<file path="config.mk">
export PLATFORM = sky130hd
export DESIGN_NAME = uctl_ahb_mstr
export DESIGN_NICKNAME = d
export VERILOG_FILES = /design/src/rtl/uctl_ahb_mstr_pkg.sv /design/src/rtl/uctl_ahb_addrGen.sv /design/src/rtl/uctl_ahb_mstr.sv
export SDC_FILE = /design/constraint.sdc
export NUM_CORES = 1
export LEC_CHECK = 0
export BUFFER_PORTS_ARGS = -buffer_cell sky130_fd_sc_hd__buf_2
export CORE_AREA = 5 5 154 119
export DETAILED_ROUTE_END_ITERATION = 10
export DIE_AREA = 0 0 159 124
export GPL_ROUTABILITY_DRIVEN = 0
export PLACE_DENSITY = 0.77
export SYNTH_ARGS = -nofsm -noshare
export SYNTH_HDL_FRONTEND = slang
export SYNTH_HIERARCHICAL = 1
export SYNTH_SLANG_ARGS = --single-unit
</file>
<file path="constraint.sdc">
create_clock -name uctl_sysClk -period 5.5 [get_ports uctl_sysClk]
set_input_delay 0.55 -clock uctl_sysClk [delete_from_list [all_inputs] [get_ports uctl_sysClk]]
set_output_delay 0.55 -clock uctl_sysClk [all_outputs]
set_load 0.1 [all_outputs]
</file>
<file path="src/rtl/uctl_ahb_mstr_pkg.sv">
// rtl/uctl_ahb_mstr_pkg.sv - AHB transfer codes and FSM encodings shared by the burst engine
package uctl_ahb_mstr_pkg;

    typedef enum logic [1:0] {
        TRANS_IDLE   = 2'b00,
        TRANS_BUSY   = 2'b01,
        TRANS_NONSEQ = 2'b10,
        TRANS_SEQ    = 2'b11
    } htrans_e;

    typedef enum logic [2:0] {
        BURST_SINGLE = 3'b000,
        BURST_INCR   = 3'b001,
        BURST_INCR16 = 3'b111
    } hburst_e;

    typedef enum logic [2:0] {
        SIZE_BYTES = 3'b000,
        SIZE_HWORD = 3'b001,
        SIZE_WORD  = 3'b010
    } hsize_e;

    typedef enum logic [1:0] {
        RESP_OKAY  = 2'b00,
        RESP_ERROR = 2'b01,
        RESP_RETRY = 2'b10,
        RESP_SPLIT = 2'b11
    } hresp_e;

    typedef enum logic [1:0] {
        ST_IDLE = 2'b00,
        ST_ADDR = 2'b01,
        ST_DATA = 2'b10
    } mstrState_e;

    localparam logic [4:0] MAX_BEATS = 5'd16;

    // Unsupported sizes fall back to word stepping
    function automatic logic [2:0] beatIncr(input logic [2:0] hSize);
        case (hSize)
            SIZE_BYTES: beatIncr = 3'd1;
            SIZE_HWORD: beatIncr = 3'd2;
            default:    beatIncr = 3'd4;
        endcase
    endfunction

endpackage

</file>
<file path="src/rtl/uctl_ahb_addrGen.sv">
// rtl/uctl_ahb_addrGen.sv - next-beat address, 1 KB crossing detect and HBURST selection
module uctl_ahb_addrGen
    import uctl_ahb_mstr_pkg::*;
#(
    parameter int ADDR_SIZE = 32,
    parameter int KB_BITS   = 10
) (
    input  logic [ADDR_SIZE-1:0] curAddr,
    input  logic [2:0]           curSize,
    input  logic [ADDR_SIZE-1:0] reqAddr,
    input  logic [2:0]           reqSize,
    input  logic [4:0]           reqBeats,
    output logic [ADDR_SIZE-1:0] nextAddr,
    output logic                 crossNext,
    output logic [ADDR_SIZE-1:0] reqEndAddr,
    output logic [2:0]           reqBurst
);

    logic [ADDR_SIZE-1:0] reqSpan;
    logic [ADDR_SIZE-1:0] reqLastAddr;
    logic                 reqCross;

    always_comb begin
        nextAddr    = curAddr + ADDR_SIZE'(beatIncr(curSize));
        crossNext   = nextAddr[ADDR_SIZE-1:KB_BITS] != curAddr[ADDR_SIZE-1:KB_BITS];
        reqSpan     = ADDR_SIZE'(reqBeats) * ADDR_SIZE'(beatIncr(reqSize));
        reqEndAddr  = reqAddr + reqSpan;
        reqLastAddr = reqEndAddr - ADDR_SIZE'(1);
        // A fixed-length burst may not straddle the boundary, so such bursts run as INCR
        reqCross    = reqLastAddr[ADDR_SIZE-1:KB_BITS] != reqAddr[ADDR_SIZE-1:KB_BITS];
        reqBurst    = (reqBeats == MAX_BEATS && !reqCross) ? BURST_INCR16 : BURST_INCR;
    end

endmodule

</file>
<file path="src/rtl/uctl_ahb_mstr.sv">
// rtl/uctl_ahb_mstr.sv - AHB burst master between burst shaper and endpoint FIFO; option UCTL_AHB_RESP_EN
module uctl_ahb_mstr
    import uctl_ahb_mstr_pkg::*;
#(
    parameter int ADDR_SIZE = 32,
    parameter int DATA_SIZE = 32,
    parameter int KB_BITS   = 10
) (
    input  logic                 uctl_sysClk,
    input  logic                 uctl_sysRst,
    input  logic                 ctrl2ahbc_trEn,
    input  logic [4:0]           ctrl2ahbc_beats,
    input  logic [2:0]           ctrl2ahbc_hSize,
    input  logic [ADDR_SIZE-1:0] ctrl2ahbc_sRdAddr,
    input  logic                 ctrl2ahbc_sRdWr,
    output logic                 ahbc2ctrl_ack,
    output logic                 ahbc2ctrl_addrDn,
    output logic                 ahbc2ctrl_dataDn,
    output logic [ADDR_SIZE-1:0] ahbc2ctrl_sWrAddr,
`ifdef UCTL_AHB_RESP_EN
    output logic                 ahbc2ctrl_err,
`endif
    output logic                 fifo_wrEn,
    output logic [DATA_SIZE-1:0] fifo_wrData,
    output logic                 fifo_rdEn,
    input  logic [DATA_SIZE-1:0] fifo_rdData,
    input  logic                 fifo_empty,
    output logic [1:0]           HTRANS,
    output logic [2:0]           HBURST,
    output logic [2:0]           HSIZE,
    output logic [ADDR_SIZE-1:0] HADDR,
    output logic                 HWRITE,
    output logic [DATA_SIZE-1:0] HWDATA,
    input  logic [DATA_SIZE-1:0] HRDATA,
    input  logic                 HREADY,
    input  logic [1:0]           HRESP
);

    mstrState_e           state, stateNxt;
    htrans_e              transCur;
    logic [ADDR_SIZE-1:0] curAddr, endAddr, nextAddr, reqEndAddr;
    logic [4:0]           addrLeft, reqBeats;
    logic [2:0]           sizeReg, burstReg, reqBurst;
    logic                 writeReg, needNonseq, crossNext, dataPending;
    logic [DATA_SIZE-1:0] wdataReg;
    logic                 reqTake, addrAccept, lastAddr, addrDnNxt, dataDnNxt;
    logic                 errHold, errAbort, errData;

    assign reqBeats = (ctrl2ahbc_beats > MAX_BEATS) ? MAX_BEATS : ctrl2ahbc_beats;
    assign reqTake  = (state == ST_IDLE) && ctrl2ahbc_trEn;

    uctl_ahb_addrGen #(
        .ADDR_SIZE (ADDR_SIZE),
        .KB_BITS   (KB_BITS)
    ) u_addrGen (
        .curAddr    (curAddr),
        .curSize    (sizeReg),
        .reqAddr    (ctrl2ahbc_sRdAddr),
        .reqSize    (ctrl2ahbc_hSize),
        .reqBeats   (reqBeats),
        .nextAddr   (nextAddr),
        .crossNext  (crossNext),
        .reqEndAddr (reqEndAddr),
        .reqBurst   (reqBurst)
    );

`ifdef UCTL_AHB_RESP_EN
    logic errSeen, errLatch;

    // First ERROR cycle has HREADY low; the bus is idled on the second one
    assign errData  = dataPending && (HRESP == RESP_ERROR);
    assign errHold  = errSeen;
    assign errAbort = errSeen && HREADY;
    assign ahbc2ctrl_err = ahbc2ctrl_dataDn && errLatch;

    always_ff @(posedge uctl_sysClk or posedge uctl_sysRst) begin
        if (uctl_sysRst) begin
            errSeen  <= 1'b0;
            errLatch <= 1'b0;
        end else begin
            errSeen <= errData && !HREADY;
            if (reqTake)
                errLatch <= 1'b0;
            else if (errAbort)
                errLatch <= 1'b1;
        end
    end
`else
    logic unusedHresp;
    assign unusedHresp = ^HRESP;
    assign errData     = 1'b0;
    assign errHold     = 1'b0;
    assign errAbort    = 1'b0;
`endif

    // BUSY is only legal inside a burst, so a starved NONSEQ beat waits as IDLE
    always_comb begin
        transCur = TRANS_IDLE;
        if (state == ST_ADDR && addrLeft != 5'd0 && !errHold) begin
            if (writeReg && fifo_empty)
                transCur = needNonseq ? TRANS_IDLE : TRANS_BUSY;
            else
                transCur = needNonseq ? TRANS_NONSEQ : TRANS_SEQ;
        end
    end

    assign addrAccept = HREADY && (transCur == TRANS_NONSEQ || transCur == TRANS_SEQ);
    assign lastAddr   = addrAccept && (addrLeft == 5'd1);

    always_comb begin
        stateNxt  = state;
        addrDnNxt = 1'b0;
        dataDnNxt = 1'b0;
        case (state)
            ST_IDLE: if (ctrl2ahbc_trEn) stateNxt = ST_ADDR;
            ST_ADDR: begin
                if (lastAddr || addrLeft == 5'd0 || errAbort) begin
                    stateNxt  = ST_DATA;
                    addrDnNxt = 1'b1;
                end
            end
            ST_DATA: begin
                if (!dataPending || HREADY) begin
                    stateNxt  = ST_IDLE;
                    dataDnNxt = 1'b1;
                end
            end
            default: stateNxt = ST_IDLE;
        endcase
    end

    always_ff @(posedge uctl_sysClk or posedge uctl_sysRst) begin
        if (uctl_sysRst) begin
            state             <= ST_IDLE;
            curAddr           <= '0;
            endAddr           <= '0;
            addrLeft          <= 5'd0;
            sizeReg           <= SIZE_BYTES;
            burstReg          <= BURST_SINGLE;
            writeReg          <= 1'b0;
            needNonseq        <= 1'b0;
            dataPending       <= 1'b0;
            wdataReg          <= '0;
            ahbc2ctrl_ack     <= 1'b0;
            ahbc2ctrl_addrDn  <= 1'b0;
            ahbc2ctrl_dataDn  <= 1'b0;
            ahbc2ctrl_sWrAddr <= '0;
        end else begin
            state            <= stateNxt;
            ahbc2ctrl_ack    <= reqTake;
            ahbc2ctrl_addrDn <= addrDnNxt;
            ahbc2ctrl_dataDn <= dataDnNxt;
            dataPending      <= addrAccept || (dataPending && !HREADY);
            if (reqTake) begin
                curAddr    <= ctrl2ahbc_sRdAddr;
                endAddr    <= reqEndAddr;
                addrLeft   <= reqBeats;
                sizeReg    <= ctrl2ahbc_hSize;
                burstReg   <= reqBurst;
                writeReg   <= ctrl2ahbc_sRdWr;
                needNonseq <= 1'b1;
            end else if (addrAccept) begin
                curAddr    <= nextAddr;
                addrLeft   <= addrLeft - 5'd1;
                needNonseq <= crossNext;
            end else if (errAbort) begin
                addrLeft   <= 5'd0;
            end
            if (addrDnNxt)
                ahbc2ctrl_sWrAddr <= endAddr;
            if (fifo_rdEn)
                wdataReg <= fifo_rdData;
        end
    end

    assign HTRANS      = transCur;
    assign HBURST      = burstReg;
    assign HSIZE       = sizeReg;
    assign HADDR       = curAddr;
    assign HWRITE      = writeReg;
    assign HWDATA      = wdataReg;
    assign fifo_wrEn   = dataPending && HREADY && !writeReg && !errData;
    assign fifo_wrData = HRDATA;
    assign fifo_rdEn   = addrAccept && writeReg;

endmodule

</file>
==> results.toml, run 1 <==
[run_status]
outcome = "completed"

[min_path]
hold_start = "ctrl2ahbc_sRdWr"
hold_class = "in -> reg"

[synth]
ys.flop_type = "dfrtp_1"
synth_most_common_cell = "nand2_1"
synth_area_leaders = "dfrtp_1 45%, nand2_1 8.7%, mux2_4 5.3%, mux2_2 4.8%, a21oi_1 4.2%"
synth_top_area_share = 0.449
ys_seq_area_frac = 0.449
syn_nets = 978
syn_area_per_cell_um2 = 9.77
syn_area_um2 = 8200
yosys_warnings = 6
synthArstFlopShare = 1.00
synth.largest_area_cell = "dfrtp_1"
synthCells = 839
post_synth_num_cell_types = 60
synth.ff_latch_count = 147
synth-edff-count = 0
yosys-top-cells-count = "190 x nand2_1, 147 x dfrtp_1, 69 x a21oi_1, 62 x nor2_1, 41 x buf_4"

[cts]
htreeDepth = 4
cts.reportedPaths.clkPinSlew_ps = 60
cts_buffer_depth = 2
post_cts_buffers = 0
hold_buffers = 0
cts_tree = "yes"
cts_root_buf = "clkbuf_16"
clock_latency_ps = 420
cts_buffers = 17
cts_num_sinks = 147
ctsResizeCount = 0

[timing]
finalCritPeriodShare = 0.728
finalMaxSlewViolations = 0
setup_slack_ps = 1500
relSlewSlack = 0.247
max_freq_mhz = 250
fin_crit_ps = 4000
grt_setup_unrepaired = "no"
final_hold_viol_count = 0
clock_skew_ps = 7.91
tns_ps = 0
finalSetupViolations = 0
tightest_slew_ps = 1130

[die]
io_pins = 254
rows = 41
core-area_um2 = 16600
die_w_um = 159
fp.dieH_um = 124
start_util = 0.495
dieArea_um2 = 19700

[grt]
antenna_found_initial = 0
grt_max_degree = 102
grt_pass1_wl_um = 32900
grt_use_total = 0.206
grt_pass1_vias = 6426
overflow = 0

[detailed_routing]
drtAntennaViolNets = 0
wirelength_um = 20100
vias_per_cell = 5.19
drt_iter0_drc = 543
firstDrtPassIters = 5
num_vias = 6299
wl_per_cell_um = 16.6
drc = 0

[worst_setup_path]
cp.required_ps = 5810
cp-end-kind = "register"
worstSetupPathType = "in -> reg"
r2r-start = "HSIZE[1]"
worst-path-max-fanout = 8
start_kind = "primary input"
cp-startpoint = "ctrl2ahbc_hSize[1]"
arrival_ps = 4310

[place]
post-place-ws_ps = 1120
dp_hpwl_um = 14200
io_buffers = 187
post-place-cells = 1182

[finish]
finalNonFillerCells = 1214
num_antenna_cells = 0
drive_gt1_frac = 0.309
syn_to_final_growth_pct = 17.7
fin_nets = 1125

[job]
maxCapViolations = 0
logic make-up (layout without fill, tap and decap cells):
kind of cell,Yosys count,count (layout),synth area share
AOI/OAI and AO/OA,106,106,0.0784
DFF,147,147,0.449
muxes,64,64,0.101
xor gates and xnor gates,61,61,0.0661
buffers and inverters,93,253,0.0670
and+or+nand+nor,340,340,0.188
adders and majority gates,27,27,0.0504
other,1,1,0.000457
layer usage:
metal / global-route usage / part of all wire
met2: 0.321 / 0.45
met4: 0.0527 / 0.0074
met3: 0.0721 / 0.080
met1: 0.278 / 0.46
met5: 0 / 0
registers in the layout (all words and copies together), names as in the netlist:
register / count
HADDR: 32
HWDATA: 32
ahbc2ctrl_sWrAddr: 32
endAddr: 32
addrLeft: 5
HBURST: 3
HSIZE: 3
state: 2
HWRITE: 1
ahbc2ctrl_ack: 1
ahbc2ctrl_addrDn: 1
ahbc2ctrl_dataDn: 1
dataPending: 1
needNonseq: 1
final timing paths:
kind | to | slack (ps) | cells after the start
min reg2reg | endAddr[30] | 470 | 2
max in group asynchronous | needNonseq | 3990 | 3
min | HWRITE | 320 | 3
min in group asynchronous | HWDATA[17] | 330 | 2
max reg2reg | HADDR[28] | 2330 | 14
max | endAddr[31] | 1500 | 16
placed cells by master, fill, tap and decap left out, types with 2 or more instances in the layout:
| cell type | synthesis | final |
|---|---|---|
| dfrtp_1 | 147 | 147 |
| xor2_1 | 22 | 22 |
| and2_1 | 6 | 6 |
| a211oi_1 | 3 | 3 |
| a31oi_1 | 2 | 2 |
| fa_1 | 10 | 10 |
| nand4_1 | 9 | 9 |
| bufinv_16 | 0 | 3 |
| clkbuf_16 | 0 | 17 |
| and3_1 | 13 | 13 |
| mux2_4 | 29 | 29 |
| xnor2_1 | 38 | 38 |
| buf_2 | 1 | 187 |
| clkinv_4 | 0 | 3 |
| inv_6 | 0 | 6 |
| nor2_1 | 62 | 62 |
| nand2b_1 | 3 | 3 |
| mux2_2 | 35 | 35 |
| buf_4 | 41 | 6 |
| o21ai_0 | 11 | 11 |
| a21oi_1 | 69 | 69 |
| a21o_1 | 7 | 7 |
| nand3b_1 | 2 | 2 |
| nor3_2 | 2 | 2 |
| and4_1 | 3 | 3 |
| nand3_1 | 18 | 18 |
| inv_1 | 27 | 26 |
| o211a_1 | 2 | 2 |
| ha_1 | 17 | 17 |
| nor2b_1 | 9 | 9 |
| clkbuf_8 | 0 | 3 |
| nand2_1 | 190 | 189 |
| nor3_1 | 9 | 9 |
critical path: stages:
cell      delay [ps]
buf_2            140
nor2_1           370
nor2b_1          130
fa_1             550
inv_1             50
fa_1             490
inv_1             40
ha_1             360
a211o_1          220
a211oi_1         120
nor3_2           570
and2_1           330
nand4_1          140
xnor2_1          140
nand2_1           50
nand2_1           50
final cells by class:
class,instances,area [µm²]
Inverter,28,110
Clock buffer,20,467
Sequential cell,147,3680
Multi-Input combinational cell,599,3980
Tap cell,215,269
Clock inverter,12,168
Timing Repair Buffer,193,981
Fill cell,1432,6920
metrics by stage:
| stage | area [µm²] | hold WS (ps) | util |
|---|---|---|---|
| floorplan | 8200 | 440 | - |
| global placement | 9020 | 456 | 0.544 |
| detailed placement | 9020 | 458 | 0.544 |
| CTS | 9650 | 304 | 0.582 |
| global route | 9650 | 321 | 0.582 |
| finish | 9650 | 324 | 0.582 |
Power of run 1 is left out: the tool's default activity adds up to more than one toggle a clock period on the data nets, which glitch-free logic cannot reach.
==> run 2, diff against run 1 <==
--- a/config.mk
+++ b/config.mk
@@ -6,11 +6,11 @@
 export NUM_CORES = 1
 export LEC_CHECK = 0
 export BUFFER_PORTS_ARGS = -buffer_cell sky130_fd_sc_hd__buf_2
-export CORE_AREA = 5 5 154 119
+export CORE_AREA = 5 5 159 123
 export DETAILED_ROUTE_END_ITERATION = 10
-export DIE_AREA = 0 0 159 124
+export DIE_AREA = 0 0 164 128
 export GPL_ROUTABILITY_DRIVEN = 0
-export PLACE_DENSITY = 0.77
+export PLACE_DENSITY = 0.75
 export SYNTH_ARGS = -nofsm -noshare
 export SYNTH_HDL_FRONTEND = slang
 export SYNTH_HIERARCHICAL = 1
==> constraint.sdc (replaced) <==
create_clock -name uctl_sysClk -period 3.5 [get_ports uctl_sysClk]
set_input_delay 0.35 -clock uctl_sysClk [delete_from_list [all_inputs] [get_ports uctl_sysClk]]
set_output_delay 0.35 -clock uctl_sysClk [all_outputs]
set_load 0.1 [all_outputs]
==> run 2 against run 1 <==
Net effect: clock skew up 0.81 ps; worst hold slack worse by 220 ps; sequential share of layout area is 1.4 points lower; via count rose by 4.1%; global-route usage down 0.49 points; register-to-register slack worse by 1600 ps; final area rose by 3.9%.
==> results.toml, run 2 (synthesized netlist as in run 1, its figures left out) <==
[worst_setup_path]
cpMostUsedCell = "nand2_1"
start_kind = "primary input"
arrival_ps = 3740
path_cells = "buf_2 > nor3_4 > nand2_1 > fa_1 > fa_1 > inv_2 > fa_2 > or4_4 > nor4_4 > a41o_1 > and4_1 > nand2_1 > nand2_1"
r2r_slack_ps = 700
cp-end-kind = "register"
cp.required_ps = 3860
reg2reg_depth = 15
cp_slowest_cell = "or4_4"
slowest_delay_ps = 560
worstSetupPathType = "in -> reg"
worst-path-max-fanout = 4

[die]
io_pins = 254
start_util = 0.456
core-area_um2 = 18000
die_w_um = 164
fp.dieH_um = 128
dieArea_um2 = 21000
rows = 43

[finish]
finalNonFillerCells = 1279
num_antenna_cells = 0
syn_to_final_growth_pct = 22.3
fin_nets = 1158
drive_gt1_frac = 0.348
final_common_cell = "nand2_1"
layout_common_cells = "189 x nand2_1, 187 x buf_2, 147 x dfrtp_1"

[timing]
final_hold_viol_count = 0
max_freq_mhz = 296
finalMaxSlewViolations = 0
grt_setup_unrepaired = "yes"
finalCritPeriodShare = 0.965
finalSetupViolations = 0
fin_crit_ps = 3380
tightest_slew_ps = 866
setup_slack_ps = 124
clock_skew_ps = 8.71
relSlewSlack = 0.423

[grt]
overflow = 0
grt_pass1_vias = 6548
grt_use_met1 = 0.276
gr-max-usage-layer = "met2"
grt_use_total = 0.201
antenna_found_initial = 1
grt_pass1_wl_um = 33600
grt_max_degree = 148
use_met3 = 0.0720
use_met2 = 0.304

[place]
post-place-ws_ps = -320
dp_hpwl_um = 14900
io_buffers = 187
post-place-cells = 1244

[min_path]
hold_class = "in -> async"

[detailed_routing]
drtAntennaViolNets = 0
drc = 0
num_vias = 6558
wl_per_cell_um = 16.3
firstDrtPassIters = 5
vias_per_cell = 5.13
wirelength_um = 20800
drt_iter0_drc = 469

[cts]
hold_buffers = 0
cts.reportedPaths.clkPinSlew_ps = 60
cts_tree = "yes"
htreeDepth = 4
cts_num_sinks = 147
cts_buffers = 17
clock_latency_ps = 420
cts_buffer_depth = 2
cts_root_buf = "clkbuf_16"

[run_status]
outcome = "completed"

[job]
maxCapViolations = 0
run 2: changes by cell type in the layout (fill, tap and decap cells not counted), sizes merged:
| cell | before | now |
|---|---|---|
| buf | 193 | 226 |
| clkinvlp | 1 | 7 |
| clkbuf | 20 | 17 |
| bufinv | 3 | 1 |
| clkinv | 3 | 2 |
run 2: per-stage QoR:
step / setup TNS [ps] / hold slack [ps] / cell area [µm²] / utilization
final: 0 / 108 / 10000 / 0.558
after global routing: -2.73 / 133 / 10000 / 0.558
after CTS: 0 / 112 / 9980 / 0.555
after detailed placement: -3820 / 458 / 9400 / 0.523
after global placement: -2900 / 455 / 9400 / 0.523
after floorplan: 0 / 440 / 8300 / -
run 2: repair_timing:
action                     CTS  global route
buffers inserted             0             3
setup endpoints to repair    0             3
gates resized for setup      0             5
run 2: cell type report:
cell class,count,area [µm²]
Fill cell,1629,7950
Multi-Input combinational cell,599,4100
Timing Repair Buffer,226,1250
Clock buffer,17,425
Tap cell,247,309
Inverter,28,109
Sequential cell,147,3680
Clock inverter,15,148
run 2: per-layer routing:
metal	part of all wire	vias up
li1	-	3115
met5	0.00062	-
met2	0.44	226
met1	0.46	3188
met4	0.011	2
met3	0.085	27
run 2: final timing paths:
| kind | start | end |
|---|---|---|
| max reg2reg | HSIZE[2] | HADDR[28] |
| min in group uctl_sysClk | ctrl2ahbc_sRdWr | HWRITE |
| min reg2reg | endAddr[22] | endAddr[22] |
| max | ctrl2ahbc_hSize[2] | HBURST[1] |
| min | uctl_sysRst | ahbc2ctrl_sWrAddr[21] |
| max in group asynchronous | uctl_sysRst | addrLeft[2] |
run 2: critical path, delay by kind of cell:
kind | cells | cell delay (ps)
compound gates | 1 | 210
buf+inv | 2 | 230
fa+ha+maj | 3 | 1420
simple gates | 7 | 1540
Power of run 2 is left out for the same reason.
